--- src/rtl/frame_reg_writer.sv ---
// Per-frame register writer for the sprite/score display peripheral.
// Define DIRTY_SKIP_EN to skip registers whose value did not change.
module frame_reg_writer #(
  parameter int NUM_POS_REGS    = 12,
  parameter int SCORE_BASE_ADDR = 12,
  parameter int WRITE_GAP       = 0
) (
  input  logic                      clk,
  input  logic                      reset,
  input  logic                      enable,
  input  logic                      vga_vs,
  input  logic [8*NUM_POS_REGS-1:0] obj_pos,
  input  logic [9:0]                score,
  output logic                      chipselect,
  output logic                      write,
  output logic [8:0]                address,
  output logic [31:0]               writedata,
  output logic                      busy,
  output logic [7:0]                overrun_count
);

  localparam int NREG = NUM_POS_REGS + 3;
  localparam int IW   = $clog2(NREG + 1);

  typedef enum logic [1:0] {
    IDLE,
    CONVERT,
    WRITE,
    DONE
  } state_t;

  state_t state_q, state_d;

  logic                      vs_q;
  logic [8*NUM_POS_REGS-1:0] shadow_q;
  logic [9:0]                bin_q;
  logic [11:0]               bcd_q;
  logic [3:0]                cnt_q;
  logic [IW-1:0]             idx_q;
  logic [3:0]                gap_q;

  logic                      trig;
  logic                      accept;
  logic                      finishing;
  logic                      overrun;
  logic                      strobe;
  logic                      pick_found;
  logic                      more;
  logic [IW-1:0]             pick_idx;
  logic [NREG-1:0]           dirty;
  logic [7:0]                val [2**IW];

  logic                      cs_d;
  logic                      busy_d;
  logic [8:0]                addr_d;
  logic [31:0]               wd_d;

  function automatic logic [21:0] dd_step(
    input logic [11:0] b,
    input logic [9:0]  x
  );
    logic [11:0] a;
    for (int n = 0; n < 3; n++) begin
      if (b[4*n+:4] >= 4'd5) a[4*n+:4] = b[4*n+:4] + 4'd3;
      else                   a[4*n+:4] = b[4*n+:4];
    end
    return {a, x} << 1;
  endfunction

  function automatic logic [8:0] reg_addr(input logic [IW-1:0] k);
    if (int'(k) < NUM_POS_REGS) return 9'(k);
    return 9'(SCORE_BASE_ADDR + int'(k) - NUM_POS_REGS);
  endfunction

  assign trig = vs_q & ~vga_vs;

  always_comb begin : val_c
    for (int i = 0; i < 2**IW; i++) val[i] = '0;
    for (int k = 0; k < NUM_POS_REGS; k++) val[k] = shadow_q[8*k+:8];
    val[NUM_POS_REGS]   = {4'b0, bcd_q[11:8]};
    val[NUM_POS_REGS+1] = {4'b0, bcd_q[7:4]};
    val[NUM_POS_REGS+2] = {4'b0, bcd_q[3:0]};
  end

`ifdef DIRTY_SKIP_EN
  logic [7:0] last_q [2**IW];
  logic       all_valid_q;

  always_comb begin : dirty_c
    dirty = '0;
    for (int k = 0; k < NREG; k++)
      dirty[k] = !all_valid_q || (last_q[k] != val[k]);
  end

  always_ff @(posedge clk or posedge reset) begin
    if (reset) begin
      all_valid_q <= 1'b0;
      for (int k = 0; k < 2**IW; k++) last_q[k] <= '0;
    end else if (strobe) begin
      last_q[pick_idx] <= val[pick_idx];
      if (!more) all_valid_q <= 1'b1;
    end
  end
`else
  assign dirty = '1;
`endif

  // Next register to write at or after idx_q, and whether any follows it.
  always_comb begin : pick_c
    pick_found = 1'b0;
    pick_idx   = '0;
    more       = 1'b0;
    for (int k = 0; k < NREG; k++)
      if (dirty[k] && k >= int'(idx_q) && !pick_found) begin
        pick_found = 1'b1;
        pick_idx   = IW'(k);
      end
    for (int k = 0; k < NREG; k++)
      if (dirty[k] && pick_found && k > int'(pick_idx)) more = 1'b1;
  end

  assign strobe    = (state_q == WRITE) && (gap_q == 4'd0) && pick_found;
  assign finishing = (state_q == DONE) ||
                     ((state_q == WRITE) && (gap_q == 4'd0) && !pick_found);
  assign accept    = trig && enable && ((state_q == IDLE) || finishing);
  assign overrun   = trig && (state_q != IDLE) && !finishing;

  always_ff @(posedge clk or posedge reset) begin
    if (reset) state_q <= IDLE;
    else       state_q <= state_d;
  end

  always_comb begin : next_c
    state_d = state_q;
    unique case (state_q)
      IDLE:    if (accept) state_d = CONVERT;
      CONVERT: if (cnt_q == 4'd9) state_d = WRITE;
      WRITE: begin
        if (finishing)          state_d = accept ? CONVERT : IDLE;
        else if (strobe && !more) state_d = DONE;
      end
      DONE:    state_d = accept ? CONVERT : IDLE;
      default: state_d = IDLE;
    endcase
  end

  always_comb begin : out_c
    cs_d   = strobe;
    addr_d = address;
    wd_d   = writedata;
    busy_d = 1'b1;
    if (strobe) begin
      addr_d = reg_addr(pick_idx);
      wd_d   = {24'b0, val[pick_idx]};
    end
    if ((state_q == IDLE) || finishing) busy_d = accept;
  end

  always_ff @(posedge clk or posedge reset) begin
    if (reset) begin
      vs_q          <= 1'b1;
      shadow_q      <= '0;
      bin_q         <= '0;
      bcd_q         <= '0;
      cnt_q         <= '0;
      idx_q         <= '0;
      gap_q         <= '0;
      chipselect    <= 1'b0;
      write         <= 1'b0;
      address       <= '0;
      writedata     <= '0;
      busy          <= 1'b0;
      overrun_count <= '0;
    end else begin
      vs_q       <= vga_vs;
      chipselect <= cs_d;
      write      <= cs_d;
      address    <= addr_d;
      writedata  <= wd_d;
      busy       <= busy_d;
      if (overrun && overrun_count != 8'hff)
        overrun_count <= overrun_count + 8'd1;
      if (accept) begin
        shadow_q <= obj_pos;
        bin_q    <= (score > 10'd999) ? 10'd999 : score;
        bcd_q    <= '0;
        cnt_q    <= '0;
        idx_q    <= '0;
        gap_q    <= '0;
      end else if (state_q == CONVERT) begin
        {bcd_q, bin_q} <= dd_step(bcd_q, bin_q);
        cnt_q          <= cnt_q + 4'd1;
      end else if (strobe) begin
        idx_q <= pick_idx + IW'(1);
        gap_q <= 4'(WRITE_GAP);
      end else if ((state_q == WRITE) && (gap_q != 4'd0)) begin
        gap_q <= gap_q - 4'd1;
      end
    end
  end

endmodule

--- config.mk ---
export PLATFORM = sky130hd
export DESIGN_NAME = frame_reg_writer
export DESIGN_NICKNAME = d
export VERILOG_FILES = /design/src/rtl/frame_reg_writer.sv
export SDC_FILE = /design/constraint.sdc
export NUM_CORES = 1
export LEC_CHECK = 0
export CAP_MARGIN = 10
export CORE_UTILIZATION = 36
export CTS_BUF_LIST = sky130_fd_sc_hd__clkbuf_8
export DETAILED_ROUTE_END_ITERATION = 12
export GPL_TIMING_DRIVEN = 0
export PLACE_DENSITY = 0.56
export SYNTH_ARGS = -nofsm -noshare
export SYNTH_HDL_FRONTEND = slang
export SYNTH_SLANG_ARGS = --single-unit
--- constraint.sdc ---
create_clock -name clk -period 8.55 [get_ports clk]
set_input_delay 2.565 -clock clk [delete_from_list [all_inputs] [get_ports clk]]
set_output_delay 2.565 -clock clk [all_outputs]
set_load 0.005 [all_outputs]
==> metrics.cfg <==
[detailed_routing]
drc_errors=0
vias_per_cell=5.21
dr.first_iter.drc_count=308
drtAntennaViolNets=0
dr_total_vias=5979
wire_per_inst_um=18.6
first_pass_iters=5
postRouteWirelength_mm=21.4

[worst_setup_path]
cp_num_buf_inv=4
worstRegToRegCells=9
regToRegEndpoint=state_q[0]$_DFFE_PP0P_
slowest_stage=clkdlybuf4s50_1
crit_arrival_ps=4510
crit_path_end_kind=flip-flop
cpLargestDelayFamily=buffers and inverters
rrSetupSlack_ps=5560
cp.depth=7
crit_required_ps=8890
slowest_delay_ps=450
endpoint=shadow_q[3]$_DFFE_PP0P_
crit_chain=clkdlybuf4s50_1 > and3b_1 > clkbuf_1 > and2_2 > buf_6 > buf_8 > mux2_1
cp-start-kind=input port
r2r-start=idx_q[0]$_DFFE_PP0P_
crit_type=input port to flip-flop
crit_fanout=10
worstSetupStartpoint=vga_vs

[power]
pwr-share-comb=0.391
intPower_mw=1.98
power_switching_mw=1.09
seqPwrFrac=0.416
max-vdd-ir-drop_uv=115
leakage_nw=4.38
switching_share=0.355
power_density_nw_per_um2=300
totalPowerFinal_mw=3.07
clockPowerShare=0.194

[floorplanning]
die_h_um=151
core_area_um2=21800
row_count=54
io_pins=162
start_util=0.367
die_area_um2=22800
die_w_um=151

[cells_and_area]
regArea_um2=3880
finish.net_count=978
n_antenna_cell=0
drive_above_1_share=0.138
multi_input_area_um2=3640
fillers=1999
synthToLayoutAreaGrowth_pct=27.8
fin_cells=1147
post-route-cell-area_um2=10200

[cts]
cts_resized=0
root_buffer=clkbuf_8
clock-sinks=155
clock_latency_ps=460
clk_pin_slew_worst_paths_ps=80
cts_hold_buf=0
cts_setup_buffers=0
numCtsBuffers=17
htree_num_levels=4
cts_buffer_depth=2
cts_tree=yes

[logic_synthesis]
synth.cell_area_um2=8000
synth-main-ff-cell=dfrtp_1
synth_area_per_cell_um2=11.9
yosys.area.top_type=dfrtp_1
syn_inst=674
netlist.area_leader.share=0.482
synthTopCellsByArea=dfrtp_1, mux2_1, mux4_2, buf_4, ha_1
synth_seq_cells=155
synth_edf_count=0
synth-seq-area-share=0.485
ys.warnings.count=0
ys_types=65
async_flop_share=1.00

[min_path]
min_delay_path_depth=1
hold_class=flip-flop to flip-flop

[timing]
rsz0062_at_grt=no
tightest_slew_ps=815
slew_headroom=0.451
hold_viol=0
skew_ps=11.5
fmax_ghz=0.240
finalSetupViolations=0
whs_ps=490
period_share=0.488
layout_min_cycle_time_ps=4170
slew_violations=0

[placed_design]
dpl.hpwl_mm=15.9
io_buffers=132
placed_area_um2=9810
gp_congestion=0.827
dp_cells=1115

[grt]
grt_start_max_net_pins=96
grt_overflow=0
grt_pass1_vias=6094
track_usage=0.198
antenna_found_initial=0
grt_pass1_wl_mm=33.5

[flow_run]
maxCapViolCount=0

[status]
status=complete, no violations

==> power by group through the flow <==
stage	logic [mW]	clock network (mW)	registers, mW
global route	1.32	0.640	1.32
CTS	1.21	0.603	1.28
finish	1.20	0.595	1.28
floorplan	0.834	0	1.21
global placement	1.16	0	1.28
detailed placement	1.20	0	1.29
==> worst min-delay path by stage <==
stage,startpoint,endpoint,slack [ps]
after CTS,shadow_q[37]$_DFFE_PP0P_,shadow_q[37]$_DFFE_PP0P_,490
after floorplan,shadow_q[24]$_DFFE_PP0P_,shadow_q[24]$_DFFE_PP0P_,450
after global routing,shadow_q[85]$_DFFE_PP0P_,shadow_q[85]$_DFFE_PP0P_,510
after global placement,shadow_q[68]$_DFFE_PP0P_,shadow_q[68]$_DFFE_PP0P_,470
final,shadow_q[37]$_DFFE_PP0P_,shadow_q[37]$_DFFE_PP0P_,490
after detailed placement,shadow_q[69]$_DFFE_PP0P_,shadow_q[69]$_DFFE_PP0P_,470
==> cells in the final DEF (no fill, tap or decap), types with 5 or more instances in the layout <==
cell type	n
a211oi_1	5
nor2_1	21
dfrtp_1	154
nand2b_1	17
conb_1	29
nand4_1	6
nor3b_1	7
inv_1	15
a21oi_1	10
mux2_1	87
buf_4	32
buf_8	9
xor2_1	10
mux2i_1	17
and2_1	8
clkdlybuf4s50_1	132
a2bb2oi_1	5
clkbuf_8	18
mux4_2	12
nor2b_1	11
ha_1	14
clkbuf_1	18
o21ai_0	31
a31oi_1	7
buf_2	11
nor3_1	7
and4_1	6
mux2_2	13
o22ai_1	20
a22o_1	7
nand3b_1	6
nand3_1	12
a221o_1	7
nand2_1	33
a21o_1	5
==> flip-flops by register name (all words and copies together), names as in the netlist <==
signal / count
shadow_q: 96
overrun_count: 8
busy: 1
writedata: 8
bin_q: 10
gap_q: 4
vs_q: 1
write: 1
bcd_q: 12
state_q: 2
idx_q: 4
address: 4
cnt_q: 4
==> synth_stat cells (all sizes together) (11+ instances only) <==
master    n
nor2     21
o21ai    32
clkbuf   19
mux2i    17
ha       14
nand3    12
o22ai    20
inv      15
nand2    34
buf      56
nand2b   17
mux4     12
mux2    100
nor2b    11
dfrtp   154
==> metal layers <==
layer	GRT usage	wire length, µm	vias to the layer above
li1	-	-	2748
met1	0.268	9890	3000
met4	0.0655	380	0
met3	0.0425	1160	21
met2	0.314	9930	210
met5	0	0	-
==> metrics by stage <==
stage	worst slack, ps	setup TNS [ps]	util
floorplan	1810	0	-
global placement	-387	-58350	0.448
detailed placement	3910	0	0.450
CTS	4370	0	0.469
global route	4300	0	0.469
finish	4380	0	0.469
==> worst reg2reg max path: stages (launching register included) <==
cell	delay, ps
dfrtp_1	330
clkbuf_2	200
clkbuf_1	610
clkbuf_1	500
a21boi_0	320
ha_1	280
o31ai_1	220
nand2_1	90
a41oi_1	220
o22ai_1	110
==> final cells by class <==
type	count	area share
sequential	155	0.379
multi-input combinational	456	0.356
timing repair buffer	133	0.132
buffer	75	0.0514
tap	280	0.0343
clock buffer	18	0.0242
clock inverter	14	0.0165
inverter	16	0.00636
==> kinds of logic after synthesis <==
logic type      count (synthesis)  share of synthesized area
compound gates                123                      0.108
simple gates                  148                      0.102
other cells                     1                   0.000469
flops                         155                      0.485
xor+xnor                       13                     0.0142
buf+inv                        91                     0.0732
fa+ha+maj                      14                     0.0219
mux                           129                      0.196
No activity file was read; power rests on OpenSTA's default activity.
